### src/rtl/jt12_op_acc.sv
// -----------------------------------------------------------------------------
// jt12_op_acc
//   Consumer end of the operator output bus. Each enabled slot delivers one
//   signed operator sample. Only the carrier operators of the channel's
//   algorithm are kept. They are summed into a per-channel sample, doubled,
//   saturated and panned. All panned channel samples of a frame are also
//   mixed into one stereo frame sample.
//
//   Slot order within a frame of 4*NUM_VOICES slots: group g = slot/NUM_VOICES
//   selects the operator (0=S1, 1=S3, 2=S2, 3=S4), and ch = slot%NUM_VOICES.
//
// Ports
//   clk        system clock
//   rst_n      asynchronous reset, active low
//   clk_en     slot advance enable; every state change is gated by it
//   zero       marks slot 0 of a frame (qualified by clk_en)
//   op_result  signed 14-bit operator output for the current slot
//   alg        algorithm (0..7) of the current slot's channel
//   lr         pan {left,right} of the current channel, used on S4 slots
//   snd_ch     channel index of snd_left/snd_right
//   snd_left   signed per-channel left sample
//   snd_right  signed per-channel right sample
//   snd_valid  one-clk pulse: new per-channel sample
//   mix_left   signed frame mix, left
//   mix_right  signed frame mix, right
//   mix_valid  one-clk pulse: new frame mix
//
// Handshake: snd_valid and mix_valid are pure strobes with no back-pressure.
// Each is high for exactly one clk, in the cycle after the clk_en edge that
// produced the data. The data outputs hold their value until the next strobe.
// -----------------------------------------------------------------------------
module jt12_op_acc #(
  parameter int NUM_VOICES = 6
) (
  input  logic        clk,
  input  logic        rst_n,
  input  logic        clk_en,
  input  logic        zero,
  input  logic [13:0] op_result,
  input  logic [2:0]  alg,
  input  logic [1:0]  lr,
  output logic [2:0]  snd_ch,
  output logic [15:0] snd_left,
  output logic [15:0] snd_right,
  output logic        snd_valid,
  output logic [15:0] mix_left,
  output logic [15:0] mix_right,
  output logic        mix_valid
);

  localparam int SLOTS = 4 * NUM_VOICES;
  localparam int SW    = $clog2(SLOTS);

  localparam logic [1:0] G_S1 = 2'd0;
  localparam logic [1:0] G_S3 = 2'd1;
  localparam logic [1:0] G_S2 = 2'd2;
  localparam logic [1:0] G_S4 = 2'd3;

  logic [SW-1:0]      slot_q;
  logic [SW-1:0]      slot_cur;
  logic [SW-1:0]      slot_nxt;
  logic               last_slot;
  logic [1:0]         grp;
  logic [2:0]         ch;
  logic               is_carrier;
  logic signed [16:0] x;
  logic signed [16:0] acc [0:NUM_VOICES-1];
  logic signed [16:0] acc_cur;
  logic signed [17:0] s_sum;
  logic signed [15:0] y;
  logic signed [15:0] pan_l;
  logic signed [15:0] pan_r;
  logic signed [18:0] mix_acc_l;
  logic signed [18:0] mix_acc_r;
  logic signed [18:0] tot_l;
  logic signed [18:0] tot_r;
  logic               frame_ok;

  function automatic logic [15:0] sat16(input logic signed [18:0] v);
    if (v > 19'sd32767)       sat16 = 16'h7fff;
    else if (v < -19'sd32768) sat16 = 16'h8000;
    else                      sat16 = v[15:0];
  endfunction

  always_comb begin
    // A zero strobe overrides the counter, so this slot is processed as slot 0.
    slot_cur  = zero ? '0 : slot_q;
    last_slot = (slot_cur == SW'(SLOTS - 1));
    slot_nxt  = last_slot ? '0 : slot_cur + SW'(1);
    grp       = 2'(slot_cur / SW'(NUM_VOICES));
    ch        = 3'(slot_cur % SW'(NUM_VOICES));

    case (grp)
      G_S1:    is_carrier = (alg == 3'd7);
      G_S3:    is_carrier = (alg >= 3'd5);
      G_S2:    is_carrier = (alg >= 3'd4);
      default: is_carrier = 1'b1;
    endcase

    x       = is_carrier ? {{3{op_result[13]}}, op_result} : 17'sd0;
    acc_cur = acc[ch];
    s_sum   = {acc_cur[16], acc_cur} + {x[16], x};
    // s_sum << 1 held in 19 bits so sat16 sees the true value.
    y       = sat16({s_sum, 1'b0});
    pan_l   = lr[1] ? y : 16'sd0;
    pan_r   = lr[0] ? y : 16'sd0;
    tot_l   = mix_acc_l + {{3{pan_l[15]}}, pan_l};
    tot_r   = mix_acc_r + {{3{pan_r[15]}}, pan_r};
  end

  always_ff @(posedge clk or negedge rst_n) begin
    if (!rst_n) begin
      slot_q    <= '0;
      frame_ok  <= 1'b0;
      mix_acc_l <= '0;
      mix_acc_r <= '0;
      snd_ch    <= '0;
      snd_left  <= '0;
      snd_right <= '0;
      snd_valid <= 1'b0;
      mix_left  <= '0;
      mix_right <= '0;
      mix_valid <= 1'b0;
      for (int i = 0; i < NUM_VOICES; i++) acc[i] <= '0;
    end else begin
      snd_valid <= 1'b0;
      mix_valid <= 1'b0;
      if (clk_en) begin
        slot_q <= slot_nxt;
        if (zero) frame_ok <= 1'b1;

        case (grp)
          G_S1:       acc[ch] <= x;
          G_S3, G_S2: acc[ch] <= acc_cur + x;
          default: begin
            snd_ch    <= ch;
            snd_left  <= pan_l;
            snd_right <= pan_r;
            snd_valid <= 1'b1;
          end
        endcase

        if (grp == G_S4) begin
          if (last_slot) begin
            mix_left  <= sat16(tot_l);
            mix_right <= sat16(tot_r);
            mix_acc_l <= '0;
            mix_acc_r <= '0;
            // A frame only counts once it has begun on a zero-marked slot 0.
            mix_valid <= frame_ok;
          end else begin
            mix_acc_l <= tot_l;
            mix_acc_r <= tot_r;
          end
        end else if (zero) begin
          // A re-sync discards whatever the truncated frame had mixed so far.
          mix_acc_l <= '0;
          mix_acc_r <= '0;
        end
      end
    end
  end

endmodule

### config.mk
export PLATFORM = sky130hd
export DESIGN_NAME = jt12_op_acc
export DESIGN_NICKNAME = d
export VERILOG_FILES = /design/src/rtl/jt12_op_acc.sv
export SDC_FILE = /design/constraint.sdc
export NUM_CORES = 1
export LEC_CHECK = 0
export ABC_AREA = 1
export ABC_CLOCK_PERIOD_IN_PS = 25900
export CORE_MARGIN = 5
export CORE_UTILIZATION = 65
export DETAILED_ROUTE_END_ITERATION = 8
export PLACE_DENSITY_LB_ADDON = 0.25
export SLEW_MARGIN = 20
export SYNTH_ARGS = -nofsm -noshare
export SYNTH_HDL_FRONTEND = slang
export SYNTH_SLANG_ARGS = --single-unit
export TNS_END_PERCENT = 30
### constraint.sdc
create_clock -name clk -period 25.9 [get_ports clk]
set_input_delay 5.18 -clock clk [delete_from_list [all_inputs] [get_ports clk]]
set_output_delay 5.18 -clock clk [all_outputs]
set_load 0.02 [all_outputs]
After elaboration in Yosys (flattened, before gate mapping)
Cells that the tools add are included.
{"block": "word_totals", "wordCells": 82, "in_bits": 23, "regBits": 215}
{"block": "classes", "n_addsub": 5, "muxes": 30, "n_reduce_logical": 11, "eq_ne": 5, "n_lt_le_gt_ge": 10, "bitwise_logic": 2, "div_mod_pow": 2}
{"op": "$bwmux 102", "count": 2}
{"op": "$pmux 102 s2", "count": 1}
{"op": "$mux 16", "count": 8}
{"op": "$mux 19", "count": 5}
{"op": "$mux 17", "count": 4}
{"op": "$gt 19x16->1 const B", "count": 3}
{"op": "$lt 19x16->1 const B", "count": 3}
{"op": "$bmux 17 s3", "count": 1}
{"op": "$demux 17 s3", "count": 1}
{"op": "$add 19x19->19", "count": 2}
{"op": "$add 17x17->18", "count": 1}
{"op": "$add 17x17->17", "count": 1}
{"op": "$mux 5", "count": 2}
{"op": "$reduce_and 2->1", "count": 4}
{"op": "$ge 3x3->1 const B", "count": 2}
{"op": "$add 5x1->5 const B", "count": 1}
{"op": "$div 5x3->5 const B", "count": 1}
{"op": "$eq 5x5->1 const B", "count": 1}
{"op": "$mod 5x3->5 const B", "count": 1}
{"op": "$mux 1", "count": 5}
{"op": "$eq 2x2->1 const B", "count": 2}
{"op": "$ge 4x4->1 const B", "count": 1}
{"op": "$lt 4x1->1 const B", "count": 1}
{"op": "$not 3->4", "count": 1}
{"op": "other kinds (10)", "count": 11}

Logic depth before layout (Yosys ltp)
{"block": "depth", "word_depth": 15, "mapped_depth": 68, "ltp_nobuf": 63}

Worst setup path after synthesis
No wires, ideal clock.
{"block": "synth_timing", "path_type": "input to register", "start": "input port zero", "end": "register mix_right[11]", "cell_stages": 65, "setup_slack_ns": 12.862, "arrival_ns": 12.921, "t_required_ns": 25.783, "setup_time_ns": 0.117, "cell_sequence": "buf_6 nor2_1 inv_2 clkbuf_1 buf_1 ha_1 nand2_1 inv_1 nand3_2 nand3_1 nand2_2 nand2_2 ha_1 inv_1 o21bai_4 nand2_1 nand2_1 inv_1 [... 29 more ...] ha_1 inv_1 fa_1 o21ai_0 nand2_1 nand2_1 nand4_1 nand2_1 nand2_1 nand2_1 nor2_1 nand2_1 nand3_1 buf_2 nand2_1 nand2_1 nand2_1 nand2_1"}
{"item": "from (decl)", "line": "38", "source": "input logic zero,"}
{"item": "$mux 5 *", "line": "87", "source": "slot_cur = zero ? '0 : slot_q;"}
{"item": "$mod 5x3->5", "line": "91", "source": "ch = 3'(slot_cur % SW'(NUM_VOICES));"}
{"item": "$not 3->4 (implied by the code)", "line": "101", "source": "acc_cur = acc[ch];"}
{"item": "$bmux 17 s3", "line": "101"}
{"item": "$mux 17 (implied by the code) (2 in series)", "line": "101"}
{"item": "$add 17x17->18 *", "line": "102", "source": "s_sum = {acc_cur[16], acc_cur} + {x[16], x};"}
{"item": "$gt 19x16->1 *", "line": "80", "source": "if (v > 19'sd32767) sat16 = 16'h7fff;"}
{"item": "$mux 16 *", "line": "80"}
{"item": "$mux 16 *", "line": "106", "source": "pan_r = lr[0] ? y : 16'sd0;"}
{"item": "net pan_r[0]", "line": "72", "source": "logic signed [15:0] pan_r;"}
{"item": "$add 19x19->19 *", "line": "108", "source": "tot_r = mix_acc_r + {{3{pan_r[15]}}, pan_r};"}
{"item": "$lt 19x16->1", "line": "81", "source": "else if (v < -19'sd32768) sat16 = 16'h8000;"}
{"item": "$mux 16", "line": "81"}
{"item": "$mux 16 *", "line": "80"}
{"item": "to (signal assigned)", "line": "146", "source": "mix_right <= sat16(tot_r);"}
{"item": "to (decl)", "line": "47", "source": "output logic [15:0] mix_right,"}
The timed path passes the listed nets; every way through them passes the cells marked *. The select of a mux whose other input is x is not followed.
A chain may end at the register's enable or synchronous reset.

Worst setup path after layout
{"block": "layout_timing", "start": "input port zero", "end": "register mix_right[1]"}
Same word-level chain as after synthesis.

==> results summary <==
The flow ran to the end, and the final reports show no timing, DRC or antenna violations. The last weighted congestion value of the routability-driven placer is 0.999. In the layout the commonest cells are sky130_fd_sc_hd__nand2_1, sky130_fd_sc_hd__dfrtp_1, sky130_fd_sc_hd__inv_1. The global-route met2 utilization is 0.483. The worst register-to-register path has a depth of 59. The clock drives about 220 sinks.

The accumulated negative setup slack came out at 0 ns. The leakage power total is about 8.5 nW. The utilization of the core after routing is 0.740. The clock network fraction of design power is 0.259. The die is 156 microns wide. After the last flow step, the layout net total stands at 2033. The number of flip-flops and latches in the synthesized netlist came out at 215. The worst hold path was traced through 2 stages. The share of synthesized area in the top cell type comes to 0.391. The initial utilization of the core area, before any placement, comes to 0.657.

The clock arrives with 0.0112 ns of skew. The peak ir drop on the vdd network came out at approximately 0.000069 V. Averaged over all synthesized cells, the footprint is 7.22 sq um. The routed design has between 30 and 40 mm of wire.

Dividing the final minimum period by the clock period gives 0.573. For hold timing, the worst endpoint is frame_ok. The area added between synthesis and finish is 12.5%. The kind of launch point of the worst setup path is an input port. The final max-slew violation count is 0. The cell area after technology mapping is 0.0138 sq mm. The total track usage came out at 0.326. The sequential-to-total area share from yosys stat came out at 0.391. In this run the post-CTS setup repair buffer count came out at 0. The worst setup path is captured at a flip-flop. The register-to-register path setup slack is 16.03 ns. The overflow left after global routing is 0. The number of gates resized after cts is 0. The die is 156 microns tall.

The tree is rooted in a sky130_fd_sc_hd__clkbuf_16. The most common cell after layout, fill and taps aside is sky130_fd_sc_hd__nand2_1. The slowest stage of the critical path belongs to the cell sky130_fd_sc_hd__nor2_4. The post-CTS clock slew at the launch and capture registers of the worst setup and hold paths is 0.06 ns.

For the pin with the worst max-slew slack, the measured transition is 1.14 ns. The worst setup path is of the in2reg kind. In the final routed layout, each cell accounts on average for 17.5 microns.

Counting I/O delays and the setup requirement, the final critical path takes 14.84 ns. Of all nets on the critical path, the largest fanout is 31. Setup repair after global routing left no endpoint under its margin. The detailed-route vias per instance is 5.84. In the post-synthesis netlist, the biggest area contributors are sky130_fd_sc_hd__dfrtp_1, sky130_fd_sc_hd__nand2_1, sky130_fd_sc_hd__ha_1, sky130_fd_sc_hd__inv_1, sky130_fd_sc_hd__nand4_1.

Setup violations remaining at the end of the flow were counted as 0. The layer flagged by global routing as most heavily used is met1. The initial antenna violation count is 0. The half-perimeter wire length of the detailed placement result is 26.8 mm.

The class of the most critical hold timing path is reg2reg. The count of endpoints failing hold in the final timing report came out at 0. The number of buffers inserted by port buffering is 91.

The later-pin clock latency in the skew report is approximately 0.52 ns. The via count of the first global-routing pass is roughly 13000. For this run, global-route usage on met1 was measured as 0.490.

The number of different library cells in the post-synthesis netlist came out at 43. The cell accounting for the most synthesized area is sky130_fd_sc_hd__dfrtp_1. The worst hold path begins at frame_ok.

Max-cap violations in this run came to 0. The total number of yosys warnings came out at 0. The row count is 53. The pre-CTS setup slack is 10.76 ns.

The highest cell delay on the worst timing path is 0.80 ns. Counting stages on the worst path, the most repeated cell is sky130_fd_sc_hd__nand2_1. The count of H-tree levels built during CTS is 1. The region available for standard cell placement spans approximately 0.021 sq mm. The net count of the mapped netlist is 1994.

The required time of the critical path is 26.31 ns. The final worst-path setup slack is 11.06 ns. The first-pass GRT wire length came out at ~65 mm. The die area came out at 0.0242 sq mm.

The number of standard cells after synthesis is 1906. The met3 track utilization from global routing came out at 0.0663. The endpoint of the worst register-to-register path is mix_right[1].

The number of top-level pins is just over 90. Entering global routing, the biggest net connects 104 pins. The startpoint identified for the worst register-to-register timing path is slot_q[0].

The total via count in the routed design is 13100. The number of buffers inserted by hold repair at cts is 0. In this run the power spent charging and discharging nets is between 500 and 600 uW. No sink is reached through more buffers than the 3 on the longest clock path. In this run, the number of DRC markers left after iteration 0 of detailed routing was 1289. The number of nets with antenna violations after routing is 0. The pre-antenna-repair detailed-routing pass consisted of 6 iterations. The switching share of power is 0.412. TritonCTS built the clock tree. Measured against its own limit, the worst slew margin works out to 0.232. The power per unit of standard cell area is around 88 mW/mm^2.

The diode insertion count for antenna repair is 0. The relative contribution of combinational cells to total power is 0.414. The internal power summed over all cells is about 800 uW. TritonCTS created 24 clock buffers. The layout has 1696 filler cells. The tightest hold margin is ~0.45 ns. The arrival time of data at the critical path endpoint came out at ~15 ns.

Derived from the worst setup path, the maximum achievable clock frequency is 67.4 MHz. The critical path starts at zero. Of the cells placed in the final design, the portion with a size suffix greater than 1 is 0.0464. The sequential group share of total power is 0.327. For this run, design rule violations remaining after detail routing come to 0.
[Yosys cell counts, drive strengths merged]
cell type,count
a21oi,73
nor4,2
nand3,89
nand3b,5
o21ai,115
a21boi,2
ha,62
nand2,755
mux2i,17
a32o,15
and2,1
a211oi,2
a31o,1
a21o,7
xnor2,12
inv,170
xor2,28
o22ai,6
dfrtp,215
nor3,10
nor2,130
clkbuf,46
fa,3
nand4,83
o21a,5
buf,42
o21bai,8
o311ai,2
[cell type report]
class / count / area [sq um] / area share
Multi-Input combinational cell: 1433 / 7330 / 0.473
Clock inverter: 9 / 128 / 0.00824
Clock buffer: 33 / 686 / 0.0442
Tap cell: 275 / 344 / 0.0222
Timing Repair Buffer: 101 / 990 / 0.0639
Inverter: 170 / 638 / 0.0412
Sequential cell: 215 / 5380 / 0.347
[state kept, by name, indices dropped and copies added, names as in the netlist]
register and flops:
mix_right 16, mix_acc_r 19, snd_left 16, mix_left 16, mix_acc_l 19, snd_ch 3
slot_q 5, frame_ok 1, mix_valid 1, snd_valid 1, snd_right 16, acc 102
[how the worst max path moves through the flow]
stage | endpoint | slack [ns] | cells after the start
floorplan | mix_right[11] | 12.86 | 65
global placement | mix_right[13] | 10.98 | 59
detailed placement | mix_right[0] | 10.76 | 59
CTS | mix_right[0] | 11.27 | 59
global route | mix_right[0] | 10.11 | 59
finish | mix_right[1] | 11.06 | 59
[metal layers]
| layer | wire length (microns) | share of wire |
|---|---|---|
| met1 | 17200 | 0.44 |
| met3 | 3900 | 0.099 |
| met4 | 1080 | 0.027 |
| met2 | 17000 | 0.43 |
| met5 | 0 | 0 |
[power by group through the flow]
stage / sequential, mW / clock, mW / combinational [mW]
finish: 0.447 / 0.355 / 0.566
global route: 0.456 / 0.372 / 0.625
CTS: 0.446 / 0.358 / 0.556
detailed placement: 0.448 / 0 / 0.550
global placement: 0.448 / 0 / 0.541
floorplan: 0.467 / 0 / 0.358
[worst max-delay path, delay by kind of cell]
family / cells / cell delay (ns)
AO/OA/AOI/OAI: 5 / 0.98
adder cells (fa/ha/maj): 7 / 1.95
buffers and inverters: 11 / 1.45
AND/OR/NAND/NOR: 36 / 5.65
[cells by family (layout without fill, tap and decap cells)]
logic type / count (synthesis) / after routing / synth area share
compound gates: 236 / 236 / 0.0978
xor+xnor: 40 / 40 / 0.0254
fa+ha+maj: 65 / 65 / 0.0607
buf+inv: 258 / 313 / 0.0786
flops: 215 / 215 / 0.391
mux: 17 / 17 / 0.0124
simple gates: 1075 / 1075 / 0.334
[per-stage QoR]
stage	area [sq um]	power, mW	instances
2_1_floorplan	13800	0.825	1906
3_3_place_gp	14700	0.989	2194
3_5_place_dp	14700	0.998	2194
4_1_cts	15500	1.36	2236
5_1_grt	15500	1.45	2236
6_report	15500	1.37	2236
Note: power is estimated with default switching activity, not from simulation.
